[config.mk]
export PLATFORM = sky130hd
export DESIGN_NAME = lcd_cmd_seq
export DESIGN_NICKNAME = d
export VERILOG_FILES = /design/src/rtl/lcd_pkg.sv /design/src/rtl/lcd_cmd_fifo.sv /design/src/rtl/lcd_cmd_seq.sv
export SDC_FILE = /design/constraint.sdc
export NUM_CORES = 1
export LEC_CHECK = 0
export CORE_AREA = 8 8 109 111
export CTS_CLUSTER_SIZE = 40
export DETAILED_ROUTE_END_ITERATION = 7
export DIE_AREA = 0 0 117 119
export DONT_BUFFER_PORTS = 1
export PLACE_DENSITY = 0.44
export SYNTH_ARGS = -nofsm -noshare
export SYNTH_HDL_FRONTEND = slang
export SYNTH_SLANG_ARGS = --single-unit
[constraint.sdc]
create_clock -name clk -period 2.5 [get_ports clk]
set_input_delay 0.75 -clock clk [delete_from_list [all_inputs] [get_ports clk]]
set_output_delay 0.75 -clock clk [all_outputs]
set_load 0.005 [all_outputs]
[src/rtl/lcd_pkg.sv]
// lcd_pkg: command codes, FSM encoding and error width for the LCD command sequencer.
// Defining LCD_CMD_SEQ_FILTER_EN widens err by one illegal-command bit.
package lcd_pkg;
  localparam logic [3:0] CMD_WRITE     = 4'd0;
  localparam logic [3:0] CMD_CLEAR     = 4'd1;
  localparam logic [3:0] CMD_HOME      = 4'd2;
  localparam logic [3:0] CMD_ENTRY     = 4'd3;
  localparam logic [3:0] CMD_DISPLAY   = 4'd4;
  localparam logic [3:0] CMD_SHIFT     = 4'd5;
  localparam logic [3:0] CMD_FUNC      = 4'd6;
  localparam logic [3:0] CMD_CGRAM     = 4'd7;
  localparam logic [3:0] CMD_DDRAM     = 4'd8;
  localparam logic [3:0] CMD_READ      = 4'd9;
  localparam logic [3:0] CMD_BUSY_POLL = 4'd10;
  localparam logic [3:0] CMD_INIT      = 4'd11;
  localparam logic [3:0] DEF_CMD_MAX   = CMD_INIT;
`ifdef LCD_CMD_SEQ_FILTER_EN
  localparam int ERR_W = 3;
  localparam bit FILTER = 1'b1;
`else
  localparam int ERR_W = 2;
  localparam bit FILTER = 1'b0;
`endif
  typedef enum logic [2:0] {IDLE, WAIT_READY, ISSUE, WAIT_ACK, WAIT_DONE, HALT} state_t;
endpackage

[src/rtl/lcd_cmd_fifo.sv]
// lcd_cmd_fifo: command FIFO; a pop needs a non-empty FIFO, a push into a full FIFO needs a same-cycle pop.
module lcd_cmd_fifo #(
  parameter int DEPTH = 8
) (
  input  logic       clk,
  input  logic       reset,
  input  logic [3:0] din,
  input  logic       push,
  input  logic       pop,
  output logic [3:0] head,
  output logic       full,
  output logic       empty
);
  localparam int AW = $clog2(DEPTH);
  logic [3:0] mem [DEPTH];
  logic [AW-1:0] wr, rd;
  logic [AW:0] cnt;
  logic do_push, do_pop;
  assign empty = cnt == '0;
  assign full = cnt == (AW+1)'(DEPTH);
  assign do_pop = pop && !empty;
  assign do_push = push && (!full || do_pop);
  assign head = mem[rd];
  always_ff @(posedge clk)
    if (do_push) mem[wr] <= din;
  always_ff @(posedge clk or negedge reset)
    if (!reset) begin
      wr <= '0;
      rd <= '0;
      cnt <= '0;
    end else begin
      wr <= do_push ? wr + 1'b1 : wr;
      rd <= do_pop ? rd + 1'b1 : rd;
      cnt <= cnt + (AW+1)'(do_push) - (AW+1)'(do_pop);
    end
endmodule

[src/rtl/lcd_cmd_seq.sv]
// lcd_cmd_seq: queues host commands and issues them one at a time under LCD busy/done handshake.
// Optional LCD_CMD_SEQ_FILTER_EN rejects codes above CMD_MAX and flags them in err[2].
module lcd_cmd_seq
  import lcd_pkg::*;
#(
  parameter int         DEPTH       = 8,
  parameter logic [3:0] CMD_MAX     = DEF_CMD_MAX,
  parameter int         ACK_TIMEOUT = 4
) (
  input  logic             clk,
  input  logic             reset,
  input  logic [3:0]       host_cmd,
  input  logic             host_push,
  output logic             host_full,
  input  logic             lcd_busy,
  input  logic             lcd_done,
  output logic [3:0]       cmd,
  output logic             cmd_valid,
  output logic             seq_idle,
  output logic [ERR_W-1:0] err,
  output logic [7:0]       issued_cnt
);
  state_t state, nxt;
  logic [7:0] tmr;
  logic [3:0] head;
  logic empty, legal, issue, tmo, ovf;
  logic [ERR_W-1:0] err_set;
  assign legal = !FILTER || host_cmd <= CMD_MAX;
  // busy rising in the ISSUE cycle itself defers the issue rather than colliding with it
  assign issue = state == ISSUE && !lcd_busy && !lcd_done;
  assign tmo = state == WAIT_ACK && !lcd_busy && !lcd_done && tmr == 8'(ACK_TIMEOUT - 1);
  assign ovf = host_push && legal && host_full && !issue;
`ifdef LCD_CMD_SEQ_FILTER_EN
  assign err_set = {host_push && !legal, tmo, ovf};
`else
  assign err_set = {tmo, ovf};
`endif
  lcd_cmd_fifo #(.DEPTH(DEPTH)) u_fifo (
    .clk(clk),
    .reset(reset),
    .din(host_cmd),
    .push(host_push && legal),
    .pop(issue),
    .head(head),
    .full(host_full),
    .empty(empty)
  );
  always_ff @(posedge clk or negedge reset)
    if (!reset) state <= IDLE;
    else state <= nxt;
  always_comb begin
    nxt = state;
    case (state)
      IDLE:       nxt = empty ? IDLE : WAIT_READY;
      WAIT_READY: nxt = lcd_busy ? WAIT_READY : ISSUE;
      ISSUE:      nxt = lcd_busy ? WAIT_READY : WAIT_ACK;
      WAIT_ACK:   nxt = lcd_busy ? WAIT_DONE : tmo ? IDLE : WAIT_ACK;
      WAIT_DONE:  nxt = lcd_busy ? WAIT_DONE : empty ? IDLE : WAIT_READY;
      default:    nxt = HALT;
    endcase
    if (lcd_done) nxt = HALT;
  end
  always_comb begin
    cmd_valid = issue;
    seq_idle = state == IDLE && empty;
  end
  always_ff @(posedge clk or negedge reset)
    if (!reset) begin
      cmd <= '0;
      err <= '0;
      issued_cnt <= '0;
      tmr <= '0;
    end else begin
      cmd <= state == WAIT_READY && nxt == ISSUE ? head : cmd;
      err <= err | err_set;
      issued_cnt <= issue ? issued_cnt + 8'd1 : issued_cnt;
      tmr <= state == WAIT_ACK ? tmr + 8'd1 : 8'd0;
    end
endmodule

==> results of run 1 <==
==> stage by stage <==
| stage | power, mW | hold slack [ns] | area, sq um |
|---|---|---|---|
| finish | 3.053 | 0.1034 | 3466 |
| global route | 3.216 | 0.07098 | 3466 |
| CTS | 3.103 | 0.08046 | 3460 |
| detailed placement | 1.885 | 0.4564 | 3189 |
| global placement | 1.880 | 0.4564 | 3189 |
| floorplan | 1.750 | 0.4510 | 2960 |
==> logic make-up (layout without fill, tap and decap cells) <==
group	count (synthesis)	count (layout)
mux	14	14
buf+inv	17	40
fa+ha+maj	11	11
simple gates	65	65
flops	67	67
compound gates	17	17
xor+xnor	19	19
==> path summary, 6_finish.rpt <==
check / start / endpoint / slack (ns) / cells past startpoint
min in group clk: u_fifo.wr[2]$_DFFE_PN0P_ / u_fifo.wr[2]$_DFFE_PN0P_ / 0.49 / 1
min reg2reg: u_fifo.wr[2]$_DFFE_PN0P_ / u_fifo.wr[2]$_DFFE_PN0P_ / 0.49 / 1
min: reset / err[0]$_DFF_PN0_ / 0.10 / 0
max: u_fifo.cnt[2]$_DFF_PN0_ / seq_idle / 0.14 / 4
max reg2reg: u_fifo.cnt[2]$_DFF_PN0_ / u_fifo.cnt[2]$_DFF_PN0_ / 0.29 / 10
max in group asynchronous: reset / u_fifo.wr[2]$_DFFE_PN0P_ / 2.30 / 0
==> flip-flops by register name, summed over array words and instances (netlist names) <==
| name | count |
|---|---|
| u_fifo.wr | 3 |
| state | 3 |
| u_fifo.mem | 32 |
| issued_cnt | 8 |
| u_fifo.rd | 3 |
| u_fifo.cnt | 4 |
| err | 2 |
| cmd | 4 |
| tmr | 8 |
==> Yosys cell counts (all sizes together), types with 2 or more instances <==
library cell  count  area, sq um
and3              4        25.02
mux4              8        180.2
nor4b             3        32.53
or3               2        17.52
nor3              5        47.54
nand4             2        12.51
inv              12        45.04
nand2b            3        18.77
a21o              2        15.01
xor2              9        78.83
o21ai             2        10.01
ha               10        125.1
xnor2            10        87.58
a21oi             7        35.03
mux2i             4        40.04
nor2b             2        12.51
mux2              2        26.27
o21bai            2        15.01
nand2            11        41.29
nand3             8        40.04
buf               4        27.52
edfxtp           32        960.9
nor2             20        82.58
dfrtp            35        875.8
==> per-layer routing <==
layer,share of wire [%],wire [um],global-route usage (%)
met1,46,2562,10.43
met2,47,2643,12.79
met3,5.8,325,3.739
met4,0.63,35,2.882
met5,0,0,0
==> where the power goes <==
group | internal, mW | switching (mW)
Sequential | 1.32 | 0.0980
Combinational | 0.209 | 0.225
Clock | 0.772 | 0.430
==> final cells by class <==
type                       instances  area [sq um]
clock buffer                       9         123.9
clock inverter                     7         146.4
fill                            1007          6626
inverter                          12         45.04
multi-input combinational        126          1054
sequential                        67          1837
tap                              136         170.2
timing repair buffer              12         90.09
==> results.toml, run 1 <==
[status]
outcome = "finished clean"

[yosys]
yosys_most_used_dff = "dfrtp_1"
syn_inst = 210
avgSynthCellArea_sq_um = 14.10
synth_top_family_by_area = "simple AND/OR/NAND/NOR gates"
syn_area_sq_um = 2960
synth_cell_type_count = 44
synth_edf_count = 32
yosys_register_bits = 67
synth_warnings = 0
synth_fp_nets = 230
synth-async-reset-ratio_pct = 52.24
yosys.area_share.simple_pct = 12.64
ys_seq_area_share_pct = 62.05
yosys.area_share.xor_xnor_pct = 5.621
synth-compound-area-share_pct = 3.888
synthAdderAreaFrac_pct = 4.903
synth_mux_area_share_pct = 8.326

[floorplanning]
num_rows = 37
start_util_pct = 29.33
die_w_um = 117
dieArea_sq_um = 13920
io_pins = 26
die_y_um = 119
coreArea_sq_um = 10090

[drt]
wl_um = 5566
viasPerCell = 4.407
drc = 0
first_pass_iters = 5
wl_per_cell_um = 15.08
drt_iter0_drc = 72
ant_nets = 0
num_vias = 1626

[critical_path]
crit_family = "simple AND/OR/NAND/NOR gates"
path_class = "reg -> out"
worstSetupEndpointType = "output port"
crit_fanout = 3
cp_num_buf_inv = 1
worst_setup_path_start_kind = "flop"
cpMaxStageDelayCell = "dfrtp_1"
crit_chain = "inv_1 -> ha_1 -> nor3b_2 -> nor4b_2"
critPathMaxStageDelay_ns = 0.36
cp_data_required_time_ns = 1.75
arrival_ns = 1.61

[finish]
final_nets = 248
final_cell_mix = "dfrtp_1, edfxtp_1, nor2_1, buf_4"
antennaDiodeCount = 0
drive_above_1_share_pct = 20.60
final_common_cell = "dfrtp_1"
final_util_pct = 34.34
instances_no_fill = 369
syn_to_final_growth_pct = 17.08

[clock_network]
cts_resized = 0
htreeDepth = 3
cts_setup_buffers = 0
numCtsBuffers = 9
clock_latency_ns = 0.33
numClockSinks = 67
cts_tree = "done"
clk_pin_slew_ns = 0.08
clock_path_buffers = 2
ctsHoldBuffers = 0
cts-root-buf = "clkbuf_8"

[timing]
fin_crit_ns = 2.361
min_period_over_period_pct = 94.43
finalWorstSetupSlack_ns = 0.1393
hold_viol_final = 0
relSlewSlack_pct = 58.34
fin_skew_ns = 0.009074
fin_tns_setup_ns = 0
fmax_ghz = 0.4236
finalMaxSlewViolations = 0
rsz0062_at_grt = "false"
setup_viol = 0
tightestPinTransition_ns = 0.6250

[global_route]
antenna_found_initial = 0
grt_start_max_net_pins = 36
grt_overflow_total = 0
grt_pass1_wl_um = 8783
grt_pass1_vias = 1618
grt_usage_pct = 8.440

[flow_run]
maxCapViolCount = 0

[pwr]
vdd_drop_max_v = 0.0002518
power_per_cell_area_nw_per_um2 = 881.0
p_leak_nw = 1.397

[placement]
hpwl_um = 3928
dp.cells = 353
portBuffers = 0
post-place-ws_ns = 0.04046
gp_congestion = 0.7088

[min_path]
hold_path_class = "in -> async"
Power figures use the tool's default switching activity.
==> run 2: changes to the inputs <==
--- a/config.mk
+++ b/config.mk
@@ -5,10 +5,9 @@
 export SDC_FILE = /design/constraint.sdc
 export NUM_CORES = 1
 export LEC_CHECK = 0
-export CORE_AREA = 8 8 109 111
-export CTS_CLUSTER_SIZE = 40
+export CORE_AREA = 10 10 111 113
 export DETAILED_ROUTE_END_ITERATION = 7
-export DIE_AREA = 0 0 117 119
+export DIE_AREA = 0 0 121 123
 export DONT_BUFFER_PORTS = 1
 export PLACE_DENSITY = 0.44
 export SYNTH_ARGS = -nofsm -noshare
==> run 2 against run 1 <==
Against the previous run:
- setup slack better by 0.046 ns
- critical path type unchanged
- clock-buffer cell count is 2 higher
- worst hold slack better by 0.00095 ns
==> results.toml, run 2 (synthesized netlist as in run 1, its figures left out) <==
[finish]
final_common_cell = "dfrtp_1"
antennaDiodeCount = 0
final_util_pct = 33.19
largestRegisters = "u_fifo.mem (32), issued_cnt (8), tmr (8)"
top_register = "u_fifo.mem"
final_cell_mix = "dfrtp_1, edfxtp_1, nor2_1, buf_4"
instances_no_fill = 369
drive_above_1_share_pct = 19.31
syn_to_final_growth_pct = 13.65
final_nets = 248
largest_reg_flops = 32
stdcell_area_sq_um = 3364
nFillCells = 984

[critical_path]
crit_chain = "inv_1 -> ha_1 -> nor3b_4 -> nor4b_2"
cp_data_required_time_ns = 1.75
worst_setup_path_start_kind = "flop"
worstSetupEndpointType = "output port"
critPathMaxStageDelay_ns = 0.36
cpMaxStageDelayCell = "dfrtp_1"
crit_fanout = 3
path_class = "reg -> out"
arrival_ns = 1.56

[timing]
finalWorstSetupSlack_ns = 0.1853
relSlewSlack_pct = 60.46
fin_tns_setup_ns = 0
rsz0062_at_grt = "false"
fin_crit_ns = 2.315
min_period_over_period_pct = 92.59
hold_ws_ns = 0.1044
fin_skew_ns = 0.01035
tightestPinTransition_ns = 0.5930
hold_viol_final = 0
setup_viol = 0
finalMaxSlewViolations = 0
fmax_ghz = 0.4320

[pwr]
power_per_cell_area_nw_per_um2 = 777.7
power_mw = 2.616
p_leak_nw = 1.340
vdd_drop_max_v = 0.0002213

[clock_network]
cts-root-buf = "clkbuf_8"
numCtsBuffers = 9
clock_path_buffers = 2
ctsHoldBuffers = 0
clk_pin_slew_ns = 0.08
cts_resized = 1
clock_latency_ns = 0.33
cts_tree = "done"
htreeDepth = 3
numClockSinks = 67
cts_setup_buffers = 0

[min_path]
hold_path_class = "in -> async"

[placement]
hpwl_um = 4009
place_area_sq_um = 3189
portBuffers = 0
dp.cells = 353
gp_congestion = 0.6951
post-place-ws_ns = 0.03228

[floorplanning]
num_rows = 37
dieArea_sq_um = 14880
start_util_pct = 29.20
die_w_um = 121
io_pins = 26
coreArea_sq_um = 10140
die_y_um = 123

[global_route]
grt_pass1_vias = 1710
grt_overflow_total = 0
grt_usage_pct = 8.329
antenna_found_initial = 0
grt_start_max_net_pins = 36
grt_pass1_wl_um = 9459

[drt]
ant_nets = 0
wl_per_cell_um = 14.84
wl_um = 5476
viasPerCell = 4.379
drt_iter0_drc = 95
drc = 0
first_pass_iters = 4
num_vias = 1616

[flow_run]
maxCapViolCount = 0

[status]
outcome = "finished clean"
[run 2: changes by cell type in the layout (fill, tap and decap cells not counted)]
cell	before	now
bufinv_16	4	0
clkbuf_1	0	2
clkinv_1	0	1
clkinv_2	0	1
clkinv_4	1	0
clkinvlp_4	0	3
inv_6	2	0
nor3b_2	1	0
nor3b_4	0	1
[run 2: critical path, delay by kind of cell, from the launching register on]
family	cells	cell delay (ns)
simple gates	2	0.58
flops	1	0.36
fa+ha+maj	1	0.19
buf+inv	1	0.10
[run 2: per-layer routing]
metal  track usage (%)  wire, um  share of wire, %  vias to the layer above
met5                 0         0                 0                        -
met4             5.430       113               2.1                        0
met3             2.689       273               5.0                        7
met2             12.45      2501                46                       25
met1             10.17      2588                47                      798
li1                  -         -                 -                      786
[run 2: worst paths after layout]
path,start,to,slack (ns),cells after the start
worst max-delay path,u_fifo.cnt[2]$_DFF_PN0_,seq_idle,0.19,4
worst min-delay path,reset,cmd[0]$_DFFE_PN0P_,0.10,0
worst max register to register,state[0]$_DFF_PN0_,u_fifo.cnt[2]$_DFF_PN0_,0.28,8
worst min register to register,u_fifo.wr[2]$_DFFE_PN0P_,u_fifo.wr[2]$_DFFE_PN0P_,0.49,1
max in group asynchronous,reset,issued_cnt[4]$_DFFE_PN0N_,2.31,0
min in group clk,u_fifo.wr[2]$_DFFE_PN0P_,u_fifo.wr[2]$_DFFE_PN0P_,0.49,1
[run 2: report_power, final]
part           switching, mW  internal [mW]  total [mW]
clock network          0.401          0.355       0.756
registers              0.105           1.32        1.43
logic                  0.218          0.217       0.435
total                  0.724           1.89        2.62
[run 2: layout make-up]
type	instances	area (sq um)	area share, %
flip-flops and latches	67	1837	54.59
clock buffers	11	131.4	3.905
inverters	12	45.04	1.339
multi-input cells	126	1060	31.50
well taps	136	170.2	5.058
clock inverters	5	31.28	0.9297
repair buffers	12	90.09	2.678
